<file path="config.mk">
export PLATFORM = sky130hd
export DESIGN_NAME = sync_fifo_param
export DESIGN_NICKNAME = d
export VERILOG_FILES = /design/src/rtl/fifo_pkg.sv /design/src/rtl/fifo_mem.sv /design/src/rtl/sync_fifo_param.sv
export SDC_FILE = /design/constraint.sdc
export NUM_CORES = 1
export LEC_CHECK = 0
export ABC_CLOCK_PERIOD_IN_PS = 2800
export CORE_MARGIN = 4
export CORE_UTILIZATION = 50
export CTS_CLUSTER_SIZE = 16
export DETAILED_ROUTE_END_ITERATION = 8
export PLACE_DENSITY = 0.68
export SYNTH_ARGS = -nofsm -noshare
export SYNTH_HDL_FRONTEND = slang
export SYNTH_SLANG_ARGS = --single-unit
</file>
<file path="constraint.sdc">
create_clock -name clk -period 2.8 [get_ports clk]
set_input_delay 0.56 -clock clk [delete_from_list [all_inputs] [get_ports clk]]
set_output_delay 0.56 -clock clk [all_outputs]
set_load 0.05 [all_outputs]
</file>
<file path="src/rtl/fifo_pkg.sv">
// -----------------------------------------------------------------------------
// fifo_pkg
// Shared declarations for the single-clock parametrised FIFO:
//   addr_w()        - address width for a given depth ($clog2)
//   fifo_err_t      - sticky error flag pair (ovf = write while full,
//                     udf = read while empty)
//   FIFO_MIN_DEPTH  - smallest legal DEPTH
// Optional feature macro used by the top level: SYNC_FIFO_FWFT_EN
// -----------------------------------------------------------------------------
package fifo_pkg;

  localparam int FIFO_MIN_DEPTH = 2;

  typedef struct packed {
    logic ovf;
    logic udf;
  } fifo_err_t;

  // Address width needed to index 'depth' entries.
  function automatic int addr_w(input int depth);
    return $clog2(depth);
  endfunction

endpackage : fifo_pkg

</file>
<file path="src/rtl/fifo_mem.sv">
// -----------------------------------------------------------------------------
// fifo_mem
// DEPTH x DATA_W flop array with one synchronous write port and one
// asynchronous read port. Contents are intentionally not reset.
// Ports:
//   clk    in   clock, rising edge
//   we     in   write enable
//   waddr  in   write address
//   wdata  in   write data
//   raddr  in   read address
//   rdata  out  read data (combinational from raddr)
// -----------------------------------------------------------------------------
module fifo_mem
  import fifo_pkg::*;
#(
  parameter int DATA_W = 8,
  parameter int DEPTH  = 16
) (
  input  logic                      clk,
  input  logic                      we,
  input  logic [addr_w(DEPTH)-1:0]  waddr,
  input  logic [DATA_W-1:0]         wdata,
  input  logic [addr_w(DEPTH)-1:0]  raddr,
  output logic [DATA_W-1:0]         rdata
);

  logic [DATA_W-1:0] mem_r [DEPTH];

  // Storage write port; no reset so the array maps onto plain flops.
  always_ff @(posedge clk) begin
    if (we) begin
      mem_r[waddr] <= wdata;
    end
  end

  assign rdata = mem_r[raddr];

endmodule : fifo_mem

</file>
<file path="src/rtl/sync_fifo_param.sv">
// -----------------------------------------------------------------------------
// sync_fifo_param
// Single-clock FIFO with generic width/depth, occupancy count, programmable
// almost-full / almost-empty flags and sticky overflow / underflow flags.
// Ports:
//   clk      in   clock, rising edge
//   rst      in   asynchronous active-high reset (release synchronous to clk)
//   wData    in   write data
//   winc     in   write request
//   wFull    out  FIFO full
//   wAFull   out  count >= AF_LEVEL
//   rinc     in   read request
//   rData    out  read data
//   rEmpty   out  FIFO empty
//   rAEmpty  out  count <= AE_LEVEL
//   count    out  occupancy 0..DEPTH
//   errClr   in   clears sticky error flags
//   wOvf     out  sticky: write attempted while full
//   rUdf     out  sticky: read attempted while empty
// Optional feature macro: SYNC_FIFO_FWFT_EN
//   defined   - first-word-fall-through: rData shows the head entry whenever
//               rEmpty is low
//   undefined - registered read: rData updates on an accepted read and holds
// -----------------------------------------------------------------------------
module sync_fifo_param
  import fifo_pkg::*;
#(
  parameter int DATA_W   = 8,
  parameter int DEPTH    = 16,
  parameter int AF_LEVEL = DEPTH - 2,
  parameter int AE_LEVEL = 2
) (
  input  logic                     clk,
  input  logic                     rst,
  input  logic [DATA_W-1:0]        wData,
  input  logic                     winc,
  output logic                     wFull,
  output logic                     wAFull,
  input  logic                     rinc,
  output logic [DATA_W-1:0]        rData,
  output logic                     rEmpty,
  output logic                     rAEmpty,
  output logic [$clog2(DEPTH):0]   count,
  input  logic                     errClr,
  output logic                     wOvf,
  output logic                     rUdf
);

  localparam int ADDR_W = addr_w(DEPTH);
  localparam int PTR_W  = ADDR_W + 1;
  localparam int CNT_W  = ADDR_W + 1;

  localparam logic [CNT_W-1:0] AF_LVL_C = CNT_W'(AF_LEVEL);
  localparam logic [CNT_W-1:0] AE_LVL_C = CNT_W'(AE_LEVEL);

  // Parameter legality, checked at elaboration.
  if ((DEPTH < FIFO_MIN_DEPTH) || ((DEPTH & (DEPTH - 1)) != 0)) begin : g_bad_depth
    $fatal(1, "sync_fifo_param: DEPTH must be a power of 2 and >= 2");
  end
  if ((AE_LEVEL < 0) || (AE_LEVEL >= AF_LEVEL) || (AF_LEVEL > DEPTH)) begin : g_bad_levels
    $fatal(1, "sync_fifo_param: require 0 <= AE_LEVEL < AF_LEVEL <= DEPTH");
  end

  // Pointers carry one extra wrap bit above the address bits.
  logic [PTR_W-1:0]  wptr_r;
  logic [PTR_W-1:0]  rptr_r;
  logic [PTR_W-1:0]  wptr_nxt_s;
  logic [PTR_W-1:0]  rptr_nxt_s;
  logic [CNT_W-1:0]  count_r;
  logic [CNT_W-1:0]  count_nxt_s;
  logic              full_r;
  logic              empty_r;
  logic              afull_r;
  logic              aempty_r;
  logic              full_nxt_s;
  logic              empty_nxt_s;
  logic              afull_nxt_s;
  logic              aempty_nxt_s;
  fifo_err_t         err_r;
  fifo_err_t         err_nxt_s;
  logic              wr_acc_s;
  logic              rd_acc_s;
  logic [DATA_W-1:0] mem_rdata_s;

  // Request acceptance uses only the registered flags, so a simultaneous
  // read/write while full or empty resolves against the cycle-start state.
  always_comb begin
    wr_acc_s = winc & ~full_r;
    rd_acc_s = rinc & ~empty_r;
  end

  // Next-state computation for pointers, count, flags and sticky errors.
  always_comb begin
    wptr_nxt_s   = wptr_r;
    rptr_nxt_s   = rptr_r;
    count_nxt_s  = count_r;
    err_nxt_s    = err_r;

    if (wr_acc_s) begin
      wptr_nxt_s = wptr_r + PTR_W'(1);
    end else begin
      wptr_nxt_s = wptr_r;
    end

    if (rd_acc_s) begin
      rptr_nxt_s = rptr_r + PTR_W'(1);
    end else begin
      rptr_nxt_s = rptr_r;
    end

    case ({wr_acc_s, rd_acc_s})
      2'b10:   count_nxt_s = count_r + CNT_W'(1);
      2'b01:   count_nxt_s = count_r - CNT_W'(1);
      default: count_nxt_s = count_r;
    endcase

    // A new error wins over a clear in the same cycle.
    err_nxt_s.ovf = (winc & full_r)  | (err_r.ovf & ~errClr);
    err_nxt_s.udf = (rinc & empty_r) | (err_r.udf & ~errClr);

    full_nxt_s   = (wptr_nxt_s[ADDR_W-1:0] == rptr_nxt_s[ADDR_W-1:0]) &&
                   (wptr_nxt_s[ADDR_W] != rptr_nxt_s[ADDR_W]);
    empty_nxt_s  = (wptr_nxt_s == rptr_nxt_s);
    afull_nxt_s  = (count_nxt_s >= AF_LVL_C);
    aempty_nxt_s = (count_nxt_s <= AE_LVL_C);
  end

  // State register: pointers, count, decoded flags and sticky errors.
  always_ff @(posedge clk or posedge rst) begin
    if (rst) begin
      wptr_r   <= '0;
      rptr_r   <= '0;
      count_r  <= '0;
      full_r   <= 1'b0;
      empty_r  <= 1'b1;
      afull_r  <= 1'b0;
      aempty_r <= 1'b1;
      err_r    <= '0;
    end else begin
      wptr_r   <= wptr_nxt_s;
      rptr_r   <= rptr_nxt_s;
      count_r  <= count_nxt_s;
      full_r   <= full_nxt_s;
      empty_r  <= empty_nxt_s;
      afull_r  <= afull_nxt_s;
      aempty_r <= aempty_nxt_s;
      err_r    <= err_nxt_s;
    end
  end

  fifo_mem #(
    .DATA_W (DATA_W),
    .DEPTH  (DEPTH)
  ) u_mem (
    .clk   (clk),
    .we    (wr_acc_s),
    .waddr (wptr_r[ADDR_W-1:0]),
    .wdata (wData),
    .raddr (rptr_r[ADDR_W-1:0]),
    .rdata (mem_rdata_s)
  );

`ifdef SYNC_FIFO_FWFT_EN
  // Head entry is always on the read port; popping advances rptr and the
  // next entry appears as soon as the pointer register updates.
  assign rData = mem_rdata_s;
`else
  logic [DATA_W-1:0] rdata_r;

  // Registered read data: captured on an accepted read, held otherwise.
  always_ff @(posedge clk or posedge rst) begin
    if (rst) begin
      rdata_r <= '0;
    end else if (rd_acc_s) begin
      rdata_r <= mem_rdata_s;
    end else begin
      rdata_r <= rdata_r;
    end
  end

  assign rData = rdata_r;
`endif

  assign wFull   = full_r;
  assign wAFull  = afull_r;
  assign rEmpty  = empty_r;
  assign rAEmpty = aempty_r;
  assign count   = count_r;
  assign wOvf    = err_r.ovf;
  assign rUdf    = err_r.udf;

endmodule : sync_fifo_param

</file>
==> qor.txt <==
Status - finished, final reports clean
Synth Register Bits - 157
Antenna fix cells - 0
Area grow syn2layout - 19.7%
Setup ws final - 348 ps
I/O Pins - 32
Final hold slack - 475 ps
Number of remaining DRC errors - 0
Peak supply drop - 0.000469 V
DR vias - 3187
Root Buffer Master - clkbuf_16
Period utilisation layout - 87.6%
Worst slew margin - 46.0%
All-Layer GR Usage - 17.8%
Setup TNS - 0 ps
Clock sink total - 157
TritonCTS clock tree - yes
Die width - 121 µm
CP arrival - 2810 ps
Share of cells above drive strength 1 - 24.6%
Post-CTS sizing - 0
EDFF count, synth - 128
CORE AREA - 0.0122 mm²
Nets@finish - 422
Max Clock Freq - 408 MHz
FFs w/ async S/R, synth - 18.5%
Post-detail-place hpwl - 7870 µm
Type of origin of the critical path - primary input
IO buf count - 31
RSZ-0062 raised after global routing - false
H-tree depth - 4
Most common cell after layout, fill and taps aside - edfxtp_1
Post-synthesis cell type count - 35
Die Area - 0.0145 mm²
Gpl congestion - 0.807
P_leak - 2.66 nW
WL/cell - 20.4 µm
Wirelength, routed - 11900 µm
Worst-margin pin slew - 809 ps
Via density per instance - 5.47
Max-cap viol count - 0
First-pass GRT wire length - 19000 µm
Cell Rows - 40
Sequential fraction of the synthesis area - 72.2%
Pwr Density - 1140 mW/mm²
Power Total - 8.63 mW
Grt total ovfl - 0
Initial core utilization - 51.9%
Iter 0 DRT Violations - 250
CTS buffer count - 17
Hold Violations, Final - 0
Pre-antenna DRT Iters - 4
Syn_nets - 363
Placement Setup Slack - -66.7 ps
Vias in the first global route - 3356
Highest-count cells in the layout ignoring fill and taps - edfxtp_1 (128), mux4_2 (40), nand2_1 (37)
Synthesized area - 0.00633 mm²
Critical path type - primary input to flip-flop
Initial antenna violation count - 0
Deepest clock path buffer count - 2
Later-pin clock latency in the skew report - 420 ps
Syn Area/Cell - 18.5 µm²
Main synth FF type - edfxtp_1
Skew final - 10.0 ps
Clk slew on worst S/H paths - 60 ps
Worst Hold Class - flip-flop to flip-flop
Post-Syn Instances - 343
CP Capture Type - flip-flop
Post-CTS setup buffers - 0
Count of pins over their slew limit - 0
Final setup vio count - 0
Die Span Y - 121 µm
Min cycle time layout - 2450 ps
Pin count of the biggest net entering global routing - 37
CP Max Fanout - 4
Synth warn - 0
ANT nets after route - 0
CTS Hold Buffers Added - 0
Worst endpoint required time - 3160 ps
[Yosys cell counts, types with 2 or more instances]
cell      instances  area share (%)
or4_1             3            0.36
nand4_1           3            0.30
nor2_1           14            0.83
inv_1             9            0.53
dfrtp_1          27              11
nand2_1          37             2.2
clkbuf_1          6            0.36
buf_1             4            0.24
xnor2_1          14             1.9
mux2_2            2            0.36
dfstp_2           2            0.83
nand2b_1          5            0.49
nor3_1            7            0.55
xor2_1            6            0.83
a31oi_1           2            0.20
buf_6             2            0.36
edfxtp_1        128              61
a21oi_1           3            0.24
mux4_2           40              14
o21ai_0           5            0.40
buf_2             4            0.32
ha_1              7             1.4
[critical path, cell delays in order]
cell             delay [ps]
clkdlybuf4s50_1         480
nor2b_4                 190
clkinv_4                 80
nand2_4                  70
xnor2_1                 120
ha_1                    210
nand2b_1                 70
or4_1                   390
a31oi_1                 210
xor2_1                  280
a31o_1                  140
[cell type report]
cell class                      count  area (µm²)
Clock buffer                       19         433
Clock inverter                     13         173
Fill cell                         894        4630
Inverter                           11        46.3
Multi-Input combinational cell    158        1630
Sequential cell                   157        4570
Tap cell                          168         210
Timing Repair Buffer               57         518
[report_power, final]
group	internal [mW]	switching, mW	leakage [nW]	total, mW
clock network	1.48	0.860	0.285	2.34
registers	2.95	0.323	1.50	3.27
logic	1.37	1.65	0.867	3.02
[final timing paths]
kind	start	to	slack (ps)	depth (start not counted)
setup / recovery	winc	wAFull	350	11
hold / removal	rData[1]	rData[1]	480	2
setup reg to reg	rEmpty	wAFull	510	10
hold reg to reg	rData[1]	rData[1]	480	2
max in group asynchronous	rst	rptr_r[2]	1570	3
min in group asynchronous	rst	rUdf	600	2
[metal layers]
metal	up-vias	GRT usage, %	wire length, µm
met4	0	7.08	128
met5	-	0	0
met1	1658	24.6	5430
met3	10	4.26	504
met2	75	27.8	5840
li1	1444	-	-
[state kept, by name, summed over array words and instances (netlist names)]
name and count:
u_mem.mem_r 128, rData 8, count 5, rptr_r 5, wptr_r 5, rAEmpty 1
rEmpty 1, rUdf 1, wAFull 1, wFull 1, wOvf 1
[logic make-up (layout without fill, tap and decap cells)]
family                     after synthesis  count (layout)  synth area share (%)
adders and majority gates                7               7                  1.38
xor gates and xnor gates                20              20                  2.77
buffers and inverters                   28             100                  2.07
AOI/OAI and AO/OA                       16              16                  1.64
muxes                                   43              43                  14.7
and+or+nand+nor                         72              72                  5.22
DFF                                    157             157                  72.2
[through the flow]
step                      cell area (µm²)  instances  util, %
after global placement               6980        551     57.1
after detailed placement             6980        551     57.1
after floorplan                      6330        343        -
after CTS                            7580        583     62.1
final                                7580        583     62.1
after global routing                 7580        583     62.1
(Power assumes the default switching activity.)
